==> src/rtl/mux_pkg.sv <==
// mux_pkg: shared definitions for the N:1 valid-qualified mux slice.
//   MODE_SEL / MODE_RR : encodings of the run-time mode input
//   clog2              : ceiling log2 for toolflows without $clog2
package mux_pkg;

    localparam logic MODE_SEL = 1'b0;
    localparam logic MODE_RR  = 1'b1;

    function automatic int unsigned clog2(input int unsigned value);
        int unsigned r;
        r = 0;
        while ((32'd1 << r) < value) begin
            r++;
        end
        return r;
    endfunction

endpackage

==> src/rtl/rr_arbiter.sv <==
// rr_arbiter: rotating-priority arbiter over CHANNELS requesters.
//   clk       in   rising-edge clock
//   reset     in   asynchronous active-high reset (pointer -> 0)
//   enable    in   arbitration active; pointer only moves when high
//   req       in   per-channel request vector
//   gnt_valid out  a request was granted this cycle (combinational)
//   gnt_idx   out  index of the granted channel (combinational)
module rr_arbiter #(
    parameter  int CHANNELS = 4,
    localparam int SEL_W    = $clog2(CHANNELS)
) (
    input  logic                clk,
    input  logic                reset,
    input  logic                enable,
    input  logic [CHANNELS-1:0] req,
    output logic                gnt_valid,
    output logic [SEL_W-1:0]    gnt_idx
);

    localparam int unsigned NCH = CHANNELS;

    logic [SEL_W-1:0] ptr_q, ptr_d;
    logic             found;
    logic [SEL_W-1:0] pick;
    int unsigned      idx;

    // Search ptr, ptr+1, ... modulo CHANNELS; the first requester wins.
    always_comb begin
        found = 1'b0;
        pick  = '0;
        idx   = 0;
        for (int unsigned i = 0; i < NCH; i++) begin
            idx = (32'(ptr_q) + i) % NCH;
            if (!found && |(req & (CHANNELS'(1) << idx))) begin
                found = 1'b1;
                pick  = SEL_W'(idx);
            end
        end
    end

    // Explicit wrap so non-power-of-2 channel counts return to 0.
    always_comb begin
        ptr_d = ptr_q;
        if (enable && found) begin
            ptr_d = (pick == SEL_W'(NCH - 1)) ? '0 : pick + 1'b1;
        end
    end

    always_ff @(posedge clk or posedge reset) begin
        if (reset) begin
            ptr_q <= '0;
        end else begin
            ptr_q <= ptr_d;
        end
    end

    assign gnt_valid = enable & found;
    assign gnt_idx   = pick;

endmodule

==> src/rtl/mux_nx1_rr_mem.sv <==
// mux_nx1_rr_mem: N:1 valid-qualified data mux with registered output that
// holds the last transferred word, selector or round-robin channel choice,
// and a wrapping transfer counter.
//   clk       in   rising-edge clock
//   reset     in   asynchronous active-high reset
//   mode      in   0 = selector mode, 1 = round-robin mode
//   selector  in   channel select (mode 0 only)
//   valid_in  in   per-channel valid
//   data_in   in   flattened channel data, ch i at [i*WIDTH +: WIDTH]
//   data_out  out  last transferred word
//   valid_out out  one-cycle pulse per transfer
//   grant_out out  channel that produced data_out
//   count_out out  transfers since reset, wrapping
module mux_nx1_rr_mem
    import mux_pkg::*;
#(
    parameter  int WIDTH    = 4,
    parameter  int CHANNELS = 4,
    parameter  int COUNT_W  = 8,
    localparam int SEL_W    = $clog2(CHANNELS)
) (
    input  logic                      clk,
    input  logic                      reset,
    input  logic                      mode,
    input  logic [SEL_W-1:0]          selector,
    input  logic [CHANNELS-1:0]       valid_in,
    input  logic [CHANNELS*WIDTH-1:0] data_in,
    output logic [WIDTH-1:0]          data_out,
    output logic                      valid_out,
    output logic [SEL_W-1:0]          grant_out,
    output logic [COUNT_W-1:0]        count_out
);

    logic                rr_valid;
    logic [SEL_W-1:0]    rr_idx;
    logic                sel_hit;
    logic                xfer;
    logic [SEL_W-1:0]    grant_idx;
    logic [WIDTH-1:0]    data_sel;

    logic [WIDTH-1:0]    data_q,  data_d;
    logic                valid_q, valid_d;
    logic [SEL_W-1:0]    grant_q, grant_d;
    logic [COUNT_W-1:0]  count_q, count_d;

    rr_arbiter #(
        .CHANNELS (CHANNELS)
    ) u_rr_arbiter (
        .clk       (clk),
        .reset     (reset),
        .enable    (mode == MODE_RR),
        .req       (valid_in),
        .gnt_valid (rr_valid),
        .gnt_idx   (rr_idx)
    );

    // A selector >= CHANNELS shifts the one-hot out of range, giving no hit.
    assign sel_hit   = |(valid_in & (CHANNELS'(1) << selector));
    assign xfer      = (mode == MODE_RR) ? rr_valid : sel_hit;
    assign grant_idx = (mode == MODE_RR) ? rr_idx   : selector;
    assign data_sel  = WIDTH'(data_in >> (32'(grant_idx) * WIDTH));

    always_comb begin
        data_d  = data_q;
        grant_d = grant_q;
        count_d = count_q;
        valid_d = 1'b0;
        if (xfer) begin
            data_d  = data_sel;
            grant_d = grant_idx;
            count_d = count_q + COUNT_W'(1);
            valid_d = 1'b1;
        end
    end

    always_ff @(posedge clk or posedge reset) begin
        if (reset) begin
            data_q  <= '0;
            valid_q <= 1'b0;
            grant_q <= '0;
            count_q <= '0;
        end else begin
            data_q  <= data_d;
            valid_q <= valid_d;
            grant_q <= grant_d;
            count_q <= count_d;
        end
    end

    assign data_out  = data_q;
    assign valid_out = valid_q;
    assign grant_out = grant_q;
    assign count_out = count_q;

endmodule

==> config.mk <==
export PLATFORM = sky130hd
export DESIGN_NAME = mux_nx1_rr_mem
export DESIGN_NICKNAME = d
export VERILOG_FILES = /design/src/rtl/mux_pkg.sv /design/src/rtl/rr_arbiter.sv /design/src/rtl/mux_nx1_rr_mem.sv
export SDC_FILE = /design/constraint.sdc
export NUM_CORES = 1
export LEC_CHECK = 0
export CORE_MARGIN = 2
export CORE_UTILIZATION = 35
export CTS_CLUSTER_DIAMETER = 100
export DETAILED_ROUTE_END_ITERATION = 12
export DONT_BUFFER_PORTS = 1
export GPL_TIMING_DRIVEN = 0
export PLACE_DENSITY = 0.55
export SLEW_MARGIN = 20
export SYNTH_ARGS = -nofsm -noshare
export SYNTH_HDL_FRONTEND = slang
export SYNTH_SLANG_ARGS = --single-unit
==> constraint.sdc <==
create_clock -name clk -period 3.2 [get_ports clk]
set_clock_uncertainty 0.15 [all_clocks]
set_input_delay 0.64 -clock clk [delete_from_list [all_inputs] [get_ports clk]]
set_output_delay 0.64 -clock clk [all_outputs]
set_load 0.005 [all_outputs]
==> results of run 1 <==
-- cell type report --
| type | count | share of cell area |
|---|---|---|
| inverter | 5 | 0.01526 |
| clock buffer | 3 | 0.01831 |
| multi-input combinational | 91 | 0.5514 |
| sequential | 17 | 0.3459 |
| tap | 44 | 0.04476 |
| buffer | 2 | 0.02035 |
| clock inverter | 1 | 0.004069 |
-- routing by layer --
metal  share of wire  GRT usage
met3           0.052    0.02521
met4               0    0.02795
met1            0.43     0.1718
met2            0.52     0.2416
met5               0          0
-- final timing paths --
path	start	to	slack, ns	cells after the start
max	u_rr_arbiter.ptr_q[0]$_DFFE_PP0P_	data_out[1]$_DFFE_PP0P_	0.36	9
min	reset	count_out[6]$_DFFE_PP0P_	0.16	1
max reg2reg	u_rr_arbiter.ptr_q[0]$_DFFE_PP0P_	data_out[1]$_DFFE_PP0P_	0.36	9
min reg2reg	count_out[7]$_DFFE_PP0P_	count_out[7]$_DFFE_PP0P_	0.35	1
max in group asynchronous	reset	u_rr_arbiter.ptr_q[1]$_DFFE_PP0P_	2.33	1
min in group clk	count_out[7]$_DFFE_PP0P_	count_out[7]$_DFFE_PP0P_	0.35	1
-- per-stage QoR --
step	hold slack [ns]	total power [W]
after floorplan	0.3176	0.001045
after global placement	0.3384	0.001168
after detailed placement	0.3383	0.001190
after CTS	0.1806	0.001305
after global routing	0.1971	0.001421
final	0.1589	0.001288
-- kinds of logic (layout without fill, tap and decap cells) --
logic type / Yosys count / in the layout / share of synthesized area
xor gates and xnor gates: 8 / 8 / 0.06107
and+or+nand+nor: 31 / 31 / 0.1385
buffers and inverters: 7 / 11 / 0.03817
muxes: 6 / 6 / 0.06434
DFF: 17 / 17 / 0.3708
adders and majority gates: 5 / 5 / 0.05453
AOI/OAI and AO/OA: 41 / 41 / 0.2726
-- flip-flops by register name (all words and copies together) (netlist names) --
register and cells:
count_out 8, data_out 4, grant_out 2, u_rr_arbiter.ptr_q 2, valid_out 1
-- power by group --
part	leakage (nW)	switching, W	internal [W]
Sequential	0.198	0.000126	0.000325
Combinational	0.286	0.000392	0.000333
Clock	0.0177	0.0000662	0.0000464
Total	0.502	0.000583	0.000704
-- layout by cell type (no fill, tap or decap), types with 2 or more instances in the layout --
cell / instances
a211oi_1: 10
a21boi_0: 5
a21oi_1: 4
a22o_1: 2
a22oi_1: 6
clkbuf_4: 3
dfrtp_1: 17
ha_1: 5
inv_1: 5
mux2i_1: 4
nand2_1: 8
nand2_2: 2
nand4_1: 3
nor2_1: 9
o21a_1: 2
o21ai_0: 3
xnor2_1: 7
==> results_dict.tcl, run 1 <==
set metrics [dict create \
    synthArstFlopShare 1.000 \
    cts_made_buffers 3 \
    holdBufCountCts 0 \
    yosysTopAreaCell "dfrtp_1" \
    worst_pin_slew_ns 0.6325 \
    critical_path_arrival_ns 2.89 \
    multiInputGateArea_sq_um 678.2 \
    grt_usage 0.1361 \
    n_antenna_cell 0 \
    drtPass1Iterations 4 \
    ant_nets 0 \
    die_area_sq_um 3752 \
    slowest_stage "dfrtp_1" \
    dpl.hpwl_um 1960 \
    path_buf_inv 1 \
    cts.clk_slew.worst_paths_ns 0.10 \
    drv_cap 0 \
    rsz0062_at_grt "false" \
    synth.top_cells.by_count "dfrtp_1, a211oi_1, nor2_1, nand2_1, xnor2_1" \
    dpl-instance-area_sq_um 1202 \
    finalHoldViolations 0 \
    cp_max_fo 8 \
    synth.avg_cell_area_sq_um 9.977 \
    worst_setup_path_end_kind "register" \
    antenna_found_initial 0 \
    path_class "reg2reg" \
    fin_tns_setup_ns 0 \
    synth_nets 145 \
    worstSkewPairLatency_ns 0.28 \
    final_core_util 0.3996 \
    cpPeakStageDelay_ns 0.50 \
    grt_pass1_wl_um 3884 \
    max-slew-margin-rel 0.5778 \
    status "finished clean" \
    syn2layout_area_growth_pct 7.197 \
    grt_max_degree 18 \
    crit_family "compound AO/OA/AOI/OAI gates" \
    synth_edf_count 0 \
    drt_wl_total_um 2360 \
    synth_area_leaders "dfrtp_1, a211oi_1, ha_1, xnor2_1, a22oi_1" \
    num_rows 20 \
    clk_path_buf_depth 2 \
    synth_area_sq_um 1147 \
    fp.dieH_um 61.26 \
    min_period_ns 2.840 \
    boundaryPins 40 \
    synth.top_cell.area_share 0.3708 \
    grt_pass1_vias 900 \
    power_density_nw_per_um2 1047 \
    finalInstanceArea_sq_um 1230 \
    nFillCells 322 \
    cts_resized 0 \
    ys.flop_type "dfrtp_1" \
    startpoint_type "register" \
    crit_required_ns 3.25 \
    vias 894 \
    layout.area.seq_sq_um 425.4 \
    critPathMostFrequentCell "a211oi_1" \
    ir_drop_mv 0.3850 \
    cp_cell_sequence "inv_1 > ha_1 > a22o_1 > or2_4 > o41ai_4 > nand2_2 > nand2b_1 > a211oi_1 > a211oi_1" \
    place_congestion 0.7290 \
    setup_viol 0 \
    synth-seq-area-share 0.3708 \
    gr-total-overflow 0 \
    post-route-period-util 0.8874 \
    fmax_mhz 352.1 \
    fp.dieW_um 61.26 \
    synth_most_common_cell "dfrtp_1" \
    stdcell_count 163 \
    synth_cells 115 \
    cts_tree "done" \
    cts_setup_buffers 0 \
    ys_types 39 \
    finalMaxSlewViolations 0 \
    core_sq_um 3078 \
    p_leak_nw 0.5015 \
    start_util 0.3728 \
    drive_gt1_frac 0.1176 \
    numPortBuffers 0 \
    drtIter0Drc 15 \
    clock-root-buffer "clkbuf_4" \
    pre_cts_ws_ns 0.3948 \
    avgRoutedWirePerCell_um 14.48 \
    ys_ff_latch 17 \
    cts_sinks 17 \
    hold_path.class "in2async" \
    via_per_inst 5.485 \
    h-tree-depth 1 \
    layout.nets 150 \
    route.detailed.drc 0 \
    dp.cells 159 \
    fin_ws_ns 0.3602 \
    synth_warnings 0 \
]
No activity file was read; power rests on OpenSTA's default activity.
==> run 2, diff against run 1 <==
Settings changed: SETUP_SLACK_MARGIN set to 0.5.
==> results_dict.tcl, run 2 (synthesis gave the netlist of run 1 again) <==
set metrics [dict create \
    core_sq_um 3078 \
    maxUsedRoutingLayer "met3" \
    timing.rr.start "u_rr_arbiter.ptr_q[1]$_DFFE_PP0P_" \
    dp.cells 159 \
    cts_sinks 17 \
    ff2ff_path_depth 9 \
    ant_nets 0 \
    h-tree-depth 1 \
    layout_common_cells "dfrtp_1, nor2_1, nand2_1, xnor2_1" \
    rsz0062_at_grt "true" \
    reg2reg_slack_ns 0.61 \
    die_area_sq_um 3752 \
    path_class "reg2reg" \
    startpoint "u_rr_arbiter.ptr_q[1]$_DFFE_PP0P_" \
    fmax_mhz 385.5 \
    path_depth 9 \
    cpPeakStageDelay_ns 0.44 \
    via_per_inst 5.494 \
    antenna_found_initial 0 \
    met2_length_um 1334 \
    final_common_cell "dfrtp_1" \
    start_util 0.3728 \
    clk_path_buf_depth 2 \
    cts_tree "done" \
    vias 923 \
    finalMaxSlewViolations 0 \
    cts_made_buffers 3 \
    power_density_nw_per_um2 1070 \
    n_antenna_cell 0 \
    layout.nets 155 \
    cts.clk_slew.worst_paths_ns 0.10 \
    fp.dieH_um 61.26 \
    fp.dieW_um 61.26 \
    largest_reg_flops 8 \
    worstSkewPairLatency_ns 0.28 \
    timing.hold.ws_ns 0.1620 \
    post-route-period-util 0.8106 \
    slowest_stage "dfrtp_2" \
    worst_pin_slew_ns 0.6362 \
    status "finished clean" \
    syn2layout_area_growth_pct 16.79 \
    drive_gt1_frac 0.2903 \
    num_rows 20 \
    cp_cell_sequence "inv_1 > ha_1 > a22o_1 > or2_4 > o41ai_4 > nand2_2 > clkbuf_4 > nor2_1 > a211oi_2" \
    grt_pass1_vias 898 \
    grt_usage 0.1361 \
    ir_drop_mv 0.4637 \
    drt_wl_total_um 2534 \
    numPortBuffers 0 \
    startpoint_type "register" \
    grt_pass1_wl_um 3884 \
    wl_met3_um 129 \
    setup_viol 0 \
    gr-total-overflow 0 \
    hold_path.class "in2async" \
    path_buf_inv 2 \
    min_period_ns 2.594 \
    crit_required_ns 3.23 \
    timing.rr.end "data_out[2]$_DFFE_PP0P_" \
    fin_tns_setup_ns 0 \
    finalHoldViolations 0 \
    route.detailed.drc 0 \
    dpl.hpwl_um 1960 \
    clock-root-buffer "clkbuf_4" \
    boundaryPins 40 \
    grt_max_degree 18 \
    m1WireLength_um 1069 \
    drv_cap 0 \
    p_leak_nw 0.5351 \
    crit_family "compound AO/OA/AOI/OAI gates" \
    cp_max_fo 10 \
    avgRoutedWirePerCell_um 15.08 \
    drtIter0Drc 16 \
    stdcell_count 168 \
    worst_setup_path_end_kind "register" \
    max-slew-margin-rel 0.5754 \
    place_congestion 0.7290 \
    drtPass1Iterations 4 \
    critical_path_arrival_ns 2.62 \
    critPathCapture "data_out[2]$_DFFE_PP0P_" \
]
run 2: where the power goes:
part,total [W],internal (W),switching [W]
registers,0.000448,0.000327,0.000121
logic,0.000874,0.000420,0.000454
clock network,0.000112,0.0000464,0.0000660
run 2: per-stage QoR:
| stage | setup slack [ns] | area (sq um) | total power, W | util |
|---|---|---|---|---|
| after floorplan | 0.7471 | 1147 | 0.001045 | - |
| after global placement | 0.4125 | 1202 | 0.001168 | 0.3907 |
| after detailed placement | 0.3948 | 1202 | 0.001190 | 0.3907 |
| after CTS | 0.5007 | 1240 | 0.001318 | 0.4028 |
| after global routing | 0.4810 | 1340 | 0.001564 | 0.4354 |
| final | 0.6061 | 1340 | 0.001434 | 0.4354 |
run 2: what timing repair did:
| item | 4_1_cts | 5_1_grt |
|---|---|---|
| pin swaps | 1 | 3 |
| setup endpoints to repair | 7 | 13 |
| gates resized for setup | 4 | 16 |
| setup buffers | 0 | 5 |
| hold buffers | 0 | 0 |
run 2: worst min-delay path by stage:
stage / startpoint / end / cells after the start
after floorplan: count_out[7]$_DFFE_PP0P_ / count_out[7]$_DFFE_PP0P_ / 1
after global routing: reset / count_out[7]$_DFFE_PP0P_ / 1
after detailed placement: count_out[7]$_DFFE_PP0P_ / count_out[7]$_DFFE_PP0P_ / 1
after global placement: count_out[7]$_DFFE_PP0P_ / count_out[7]$_DFFE_PP0P_ / 1
final: reset / count_out[6]$_DFFE_PP0P_ / 1
after CTS: reset / count_out[6]$_DFFE_PP0P_ / 1
run 2: cell type report:
| cell class | count | area [sq um] |
|---|---|---|
| fill | 306 | 1738 |
| clock buffer | 3 | 22.52 |
| clock inverter | 1 | 5.005 |
| buffer | 2 | 27.53 |
| multi-input combinational | 91 | 745.7 |
| timing repair buffer | 5 | 37.54 |
| inverter | 5 | 18.77 |
| sequential | 17 | 427.9 |
| tap | 44 | 55.05 |
run 2: layer usage:
metal / track usage / up-vias
li1: - / 454
met1: 0.1731 / 445
met2: 0.2401 / 24
met3: 0.02521 / 0
met4: 0.02795 / 0
met5: 0 / -
